`config.mk`:
```
export PLATFORM = sky130hd
export DESIGN_NAME = io_bank_cfg
export DESIGN_NICKNAME = d
export VERILOG_FILES = /design/src/rtl/io_bank_pkg.sv /design/src/rtl/io_bank_channel.sv /design/src/rtl/io_bank_cfg.sv
export SDC_FILE = /design/constraint.sdc
export NUM_CORES = 1
export LEC_CHECK = 0
export BUFFER_PORTS_ARGS = -buffer_cell sky130_fd_sc_hd__buf_4
export CORE_MARGIN = 1
export CORE_UTILIZATION = 38
export DETAILED_ROUTE_END_ITERATION = 8
export GPL_TIMING_DRIVEN = 1
export PLACE_DENSITY = 0.7
export SLEW_MARGIN = 20
export SYNTH_ARGS = -nofsm -noshare
export SYNTH_HDL_FRONTEND = slang
export SYNTH_HIERARCHICAL = 1
export SYNTH_SLANG_ARGS = --single-unit
```
`constraint.sdc`:
```
create_clock -name UserCLK -period 1.2 [get_ports UserCLK]
set_clock_uncertainty 0.05 [all_clocks]
set_input_delay 0.3 -clock UserCLK [delete_from_list [all_inputs] [get_ports UserCLK]]
set_output_delay 0.3 -clock UserCLK [all_outputs]
set_load 0.05 [all_outputs]
```
`src/rtl/io_bank_pkg.sv`:
```
// Shared definitions for the IO bank: commit FSM states and config nibble layout.
package io_bank_pkg;

   localparam int CFG_BITS_PER_CH = 4;

   localparam int BIT_OUT_REG = 0;
   localparam int BIT_IN_REG  = 1;
   localparam int BIT_T_INV   = 2;
   localparam int BIT_IN_SYNC = 3;

   typedef enum logic [1:0] {
      ST_ACTIVE  = 2'd0,
      ST_QUIESCE = 2'd1,
      ST_APPLY   = 2'd2
   } state_e;

endpackage

```
`src/rtl/io_bank_channel.sv`:
```
// One bidirectional IO channel: output/tristate path with optional register, input capture path.
// IO_BANK_SYNC_EN adds a second input flop selected by the IN_SYNC config bit.
module io_bank_channel
   import io_bank_pkg::*;
(
   input  logic                       clk_i,
   input  logic                       rst_ni,
   input  logic [CFG_BITS_PER_CH-1:0] cfg_i,
   input  logic                       busy_i,
   input  logic                       fab_i_i,
   input  logic                       fab_t_i,
   input  logic                       o_top_i,
   output logic                       i_top_o,
   output logic                       t_top_o,
   output logic                       fab_o_o,
   output logic                       fab_q_o
);

   logic i_q;
   logic t_q;
   logic hold_q;
   logic s1_q;
   logic i_path;
   logic t_path;

   assign t_path  = fab_t_i ^ cfg_i[BIT_T_INV];
   assign i_path  = cfg_i[BIT_OUT_REG] ? i_q : fab_i_i;
   // hold_q keeps the value last shown on the pad so a commit never glitches I_top
   assign i_top_o = busy_i ? hold_q : i_path;
   assign t_top_o = busy_i | (cfg_i[BIT_OUT_REG] ? t_q : t_path);

   always_ff @(posedge clk_i or negedge rst_ni) begin
      if (!rst_ni) begin
         i_q    <= 1'b0;
         t_q    <= 1'b0;
         hold_q <= 1'b0;
         s1_q   <= 1'b0;
      end else begin
         i_q  <= fab_i_i;
         t_q  <= t_path;
         s1_q <= o_top_i;
         if (!busy_i) begin
            hold_q <= i_path;
         end
      end
   end

`ifdef IO_BANK_SYNC_EN
   logic s2_q;

   always_ff @(posedge clk_i or negedge rst_ni) begin
      if (!rst_ni) begin
         s2_q <= 1'b0;
      end else begin
         s2_q <= s1_q;
      end
   end

   assign fab_q_o = cfg_i[BIT_IN_SYNC] ? s2_q : s1_q;
`else
   logic unused_in_sync;
   assign unused_in_sync = cfg_i[BIT_IN_SYNC];
   assign fab_q_o        = s1_q;
`endif

   assign fab_o_o = cfg_i[BIT_IN_REG] ? fab_q_o : o_top_i;

endmodule

```
`src/rtl/io_bank_cfg.sv`:
```
// IO bank: shadow/active config registers with a quiesce-then-apply commit FSM, NUM_CH channels.
// Optional macro IO_BANK_SYNC_EN enables the two-flop input path in each channel.
module io_bank_cfg
   import io_bank_pkg::*;
#(
   parameter int NUM_CH     = 4,
   parameter int FRAME_BITS = 32
) (
   input  logic                          UserCLK,
   input  logic                          UserRSTn,
   input  logic [FRAME_BITS-1:0]         FrameData,
   input  logic                          FrameStrobe,
   input  logic                          cfg_commit,
   output logic                          cfg_busy,
   input  logic [NUM_CH-1:0]             fab_I,
   input  logic [NUM_CH-1:0]             fab_T,
   output logic [NUM_CH-1:0]             fab_O,
   output logic [NUM_CH-1:0]             fab_Q,
   output logic [NUM_CH-1:0]             I_top,
   output logic [NUM_CH-1:0]             T_top,
   input  logic [NUM_CH-1:0]             O_top,
   output logic [NUM_CH*CFG_BITS_PER_CH-1:0] C_bits
);

   localparam int CB = NUM_CH * CFG_BITS_PER_CH;

   state_e        state_q;
   logic          busy_q;
   logic [CB-1:0] shadow_q;
   logic [CB-1:0] active_q;

   generate
      if (FRAME_BITS > CB) begin : g_frame_unused
         logic unused_frame_hi;
         assign unused_frame_hi = ^FrameData[FRAME_BITS-1:CB];
      end
   endgenerate

   // Shadow writes are independent of the FSM, so a strobe in APPLY lands after the copy.
   always_ff @(posedge UserCLK or negedge UserRSTn) begin
      if (!UserRSTn) begin
         state_q  <= ST_ACTIVE;
         busy_q   <= 1'b0;
         shadow_q <= '0;
         active_q <= '0;
      end else begin
         if (FrameStrobe) begin
            shadow_q <= FrameData[CB-1:0];
         end
         case (state_q)
            ST_ACTIVE: begin
               if (cfg_commit) begin
                  state_q <= ST_QUIESCE;
                  busy_q  <= 1'b1;
               end
            end
            ST_QUIESCE: begin
               state_q <= ST_APPLY;
            end
            ST_APPLY: begin
               state_q  <= ST_ACTIVE;
               busy_q   <= 1'b0;
               active_q <= shadow_q;
            end
            default: begin
               state_q <= ST_ACTIVE;
               busy_q  <= 1'b0;
            end
         endcase
      end
   end

   assign cfg_busy = busy_q;
   assign C_bits   = active_q;

   generate
      for (genvar gi = 0; gi < NUM_CH; gi++) begin : g_ch
         io_bank_channel u_ch (
            .clk_i   (UserCLK),
            .rst_ni  (UserRSTn),
            .cfg_i   (active_q[gi*CFG_BITS_PER_CH +: CFG_BITS_PER_CH]),
            .busy_i  (busy_q),
            .fab_i_i (fab_I[gi]),
            .fab_t_i (fab_T[gi]),
            .o_top_i (O_top[gi]),
            .i_top_o (I_top[gi]),
            .t_top_o (T_top[gi]),
            .fab_o_o (fab_O[gi]),
            .fab_q_o (fab_Q[gi])
         );
      end
   endgenerate

endmodule

```
== Word-level counts from Yosys, hierarchy flattened ==
Cells that the tools add are included.

* Flip-flop bits (word level): 51
* Input port bits: 48
* Output and inout port bits: 33
* Logic and storage cells: 54

* Equal/unequal tests: 3
* Mux-type cells: 20
* Bitwise operators: 9
* Reduce and logical (&&, ||, !) cells: 2

{| class="wikitable"
|+ Operators with widths
! operator !! number
|-
| 1-bit two-way mux || 17
|-
| 1-bit OR || 4
|-
| 2-bit one-hot mux with 2 select lines || 1
|-
| 1-bit XOR || 4
|-
| 2-bit by 1-bit equality test with 1-bit output (second input constant) || 1
|-
| 2-bit equality test (second input constant) || 1
|-
| 2-bit logical NOT || 1
|-
| 2-bit two-way mux || 1
|-
| 2-bit inequality test (second input constant) || 1
|-
| 1-bit one-hot mux with 2 select lines || 1
|-
| 2-bit AND reduction || 1
|-
| 1-bit NOT || 1
|}

== Logic depth before layout (Yosys ltp) ==
* Word-level depth: 3
* Gate-level depth with buffers: 4
* Depth with buffers taken out: 2

== Modules after synthesis ==
The synthesis kept the hierarchy.

{| class="wikitable"
|+ Modules (own cells, without submodules)
! module !! instances !! cells each !! area each (um2) !! seq. area each (um2)
|-
| io_bank_cfg || 1 || 77 || 1350.0 || 875.8
|-
| io_bank_channel || 4 || 11 || 156.4 || 100.1
|}

== Worst setup path before layout ==
OpenSTA, ideal clock, no wires.

* Kind: register to output
* From: reg active_q[8] (netlist: C_bits[8])
* To: out I_top[2]
* Data arrival time: 1.941 ns
* Data required time: 0.850 ns
* Setup slack: -1.091 ns
* Cell stages (with the launch flop): 3
* Buffers on the path: 0
* Cells stage by stage: dfrtp_1 mux2i_1 o21ai_0

* Longest elaborated chain between the ends: 2

{| class="wikitable"
|+ Ends and longest elaborated chain
! item !! line !! RTL
|-
| start, declared || io_bank_cfg.sv:30 || <nowiki>logic [CB-1:0] active_q;</nowiki>
|-
| start signal, assigned || io_bank_cfg.sv:63 || <nowiki>active_q <= shadow_q;</nowiki>
|-
| 1-bit two-way mux || io_bank_channel.sv:27 || <nowiki>assign i_path = cfg_i[BIT_OUT_REG] ? i_q : fab_i_i;</nowiki>
|-
| 1-bit two-way mux || io_bank_channel.sv:29 || <nowiki>assign i_top_o = busy_i ? hold_q : i_path;</nowiki>
|-
| end, declared || io_bank_cfg.sv:19 || <nowiki>output logic [NUM_CH-1:0] I_top,</nowiki>
|}

Every way passes these cells.

== Worst setup path in the final report ==
* From: reg busy_q (netlist: cfg_busy)
* To: out T_top[3]

* Longest elaborated chain between the ends: 1

{| class="wikitable"
|+ Ends and longest elaborated chain
! item !! line !! RTL
|-
| start, declared || io_bank_cfg.sv:28 || <nowiki>logic busy_q;</nowiki>
|-
| start signal, assigned || io_bank_cfg.sv:43 || <nowiki>busy_q <= 1'b0;</nowiki>
|-
| start signal, assigned || io_bank_cfg.sv:54 || <nowiki>busy_q <= 1'b1;</nowiki>
|-
| start signal, assigned || io_bank_cfg.sv:62 || <nowiki>busy_q <= 1'b0;</nowiki>
|-
| 1-bit OR || io_bank_channel.sv:30 || <nowiki>assign t_top_o = busy_i | (cfg_i[BIT_OUT_REG] ? t_q : t_path);</nowiki>
|-
| end, declared || io_bank_cfg.sv:20 || <nowiki>output logic [NUM_CH-1:0] T_top,</nowiki>
|}

Every way passes these cells.

==> impl_metrics.ini <==
[setup_path]
cp-start-kind = flop
cp.depth = 3
crit_path_start = cfg_busy
cp.arrival_ps = 1480
r2r_slack_ps = -20
crit_required_ps = 850
cp_num_buf_inv = 1
cp-endpoint = T_top[3]
crit_path_end_kind = primary output
regToRegStartpoint = cfg_busy
slowest_stage = dfrtp_4
critPathKind = flop to primary output
ff2ff_path_depth = 5
cp_max_fo = 7
cpPeakStageDelay_ps = 530
critical-path-top-delay-family = flip-flops
worstPathCellList = or3b_1 -> o31a_2 -> buf_6
r2r-end = g_ch[2].u_ch/hold_q

[sta]
timing.fmax_mhz = 546
slew-limit-headroom = 0.809
finalHoldViolCount = 0
fin_tns_setup_ps = -8360
slew_viol_final = 0
setup_viol = 34
tightest_slew_ps = 278
fin_ws_ps = -632
rsz0062_at_grt = yes
post-route-period-util = 1.53
min_period_ps = 1830

[placement]
gp_congestion = 0.736
place_inst = 266
dp_hpwl_um = 2980
portBuffers = 64

[run]
maxCapViolCount = 0

[detailed_routing]
drc = 0
wl_per_cell_um = 15.3
dr.pass1.iters = 4
antenna_left = 0
drt-vias-per-instance = 4.58
drtIter0Drc = 62
routed_wl_um = 4400
vias = 1320

[floorplanning]
core_um2 = 4850
pin_count = 81
die_x_um = 74.1
die_area_um2 = 5490
die_h_um = 74.1
start_util = 0.407
std_cell_rows = 25

[clocking]
cts.sink_count = 51
cts_max_path_buffers = 2
cts_root_buffer = clkbuf_8
htreeDepth = 2
clkLatencyLatePin_ps = 300
cts_buffers = 5
tritoncts = yes
clk_pin_slew_worst_paths_ps = 90

[synth]
avgSynthCellArea_um2 = 16.3
yosys-mux-area-fraction = 0.244
yosys.area_share.adder = 0
synth-simple-area-share = 0.0374
syn_area_um2 = 1980
synth_top_family_by_area = multiplexers
synth.distinct_cells = 18
syn-num-nets = 169
synthXorXnorAreaFrac = 0.0177
ys_warn_count = 6
ys_ff_latch = 51
synth-compound-area-share = 0.0304
yosysSeqAreaShare = 0.646
synth_area_leaders = dfrtp_1 65%, mux2_2 15%, mux2_4 7.6%, mux2i_1 2.0%, o31a_1 1.8%
synthCells = 121
synth_top_cell_by_area = dfrtp_1
synth_top_cell_area_share = 0.646

[global_route]
track_usage = 0.176
grt_pass1_wl_um = 7180
grt_pass1_vias = 1540
antenna_found_initial = 0
overflow = 0
grt_max_degree = 51

[power]
p_per_area_nw_per_um2 = 2580
leakagePower_nw = 1.51
power.total_mw = 8.22
peakVddDrop_v = 0.00125

[layout]
fin_cells = 288
syn2layout_area_growth_pct = 61.2
fillers = 381
final_net_count = 268
drive_gt1_frac = 0.769
antenna_cells = 0

[worst_hold_path]
holdCritPathClass = primary input to flop
min_path_cells = 1
holdCritStartpoint = fab_I[3]

[run_status]
outcome = finished with violations
violations = setup timing
area by class of cell:
cell class,count,area [um2],area share
flip-flops and latches,51,1300,0.409
repair buffers,95,957,0.301
multi-input cells,66,751,0.236
well taps,67,83.8,0.0263
clock buffers,5,68.8,0.0216
clock inverters,3,18.8,0.00589
inverters,1,3.75,0.00118
registers in the layout, summed over array words and instances, names as in the netlist:
signal	flops
C_bits	16
g_ch.u_ch/t_q	4
g_ch.u_ch/i_q	4
state_q	2
g_ch.u_ch/hold_q	4
g_ch.u_ch/fab_q_o	4
cfg_busy	1
shadow_q	16
how the worst min path moves through the flow:
| stage | to | slack [ps] |
|---|---|---|
| after detailed placement | g_ch[3].u_ch/hold_q | 40 |
| after global routing | g_ch[3].u_ch/i_q | 40 |
| after CTS | g_ch[3].u_ch/i_q | 50 |
| after floorplan | C_bits[0] | -50 |
| final | g_ch[3].u_ch/i_q | 60 |
| after global placement | g_ch[3].u_ch/hold_q | 40 |
logic make-up after synthesis:
group,count (synthesis)
XOR/XNOR,4
buffers and inverters,5
multiplexers,40
flip-flops,51
AND/OR/NAND/NOR,12
AO/OA/AOI/OAI,9
cell usage after synthesis:
master and instances:
or3b_1 4, o21ai_0 4, buf_12 1, mux2i_1 4, and2b_1 1, nor2_1 1, dfrtp_1 51, nand2_1 4
buf_6 1, xor2_1 4, a21oi_1 1, buf_4 1, o31a_1 4, nand2b_1 2, mux2_2 26, mux2_4 10
buf_2 1, inv_1 1
worst reg2reg max path, delay by kind of cell (launching register included):
| kind | cells | cell delay (ps) |
|---|---|---|
| flip-flops | 1 | 530 |
| buffers and inverters | 3 | 440 |
| AND/OR/NAND/NOR | 1 | 60 |
| AO/OA/AOI/OAI | 1 | 60 |
cells in the final DEF (no fill, tap or decap):
cell type / instances
nand2b_1: 1
nand2_2: 2
buf_4: 47
mux2i_1: 4
inv_6: 1
nand2_4: 2
o31a_2: 4
buf_12: 1
clkbuf_8: 5
nor2_1: 1
dfrtp_4: 1
xor2_1: 4
or3b_1: 4
dfrtp_2: 17
a21oi_1: 1
mux2_2: 22
clkinv_2: 2
buf_8: 15
o21ai_2: 1
and2b_1: 1
dfrtp_1: 33
buf_6: 31
o21ai_4: 3
dlygate4sd3_1: 1
inv_1: 1
mux2_4: 14
nand2b_4: 2
per-layer routing:
metal	up-vias	part of all wire	GRT usage
met4	0	0.012	0.0662
met1	669	0.38	0.204
li1	620	-	-
met5	-	0	0
met3	4	0.023	0.0257
met2	27	0.59	0.327
report_power, final:
| part | leakage [nW] | total [mW] | internal (mW) | switching, mW |
|---|---|---|---|---|
| Sequential | 0.582 | 2.58 | 2.22 | 0.358 |
| Combinational | 0.875 | 4.69 | 2.28 | 2.41 |
| Clock | 0.0483 | 0.959 | 0.411 | 0.548 |
| Total | 1.51 | 8.22 | 4.91 | 3.32 |
through the flow:
stage	area (um2)	hold slack (ps)	utilization	worst slack, ps
final	3180	58.6	0.657	-632
after global routing	3180	43.3	0.657	-692
after CTS	3160	50.4	0.652	-643
after detailed placement	2710	42.5	0.559	-379
after global placement	2710	41.5	0.559	-361
after floorplan	2040	-45.6	-	-329
timing repair:
item	in CTS	in global routing
resized for setup	69	9
pin swaps	3	0
gates cloned	1	0
setup buffers	13	6
endpoints found under the hold margin	51	0
hold buffers	1	0
endpoints found under the setup margin	49	41
(Power assumes the default switching activity.)
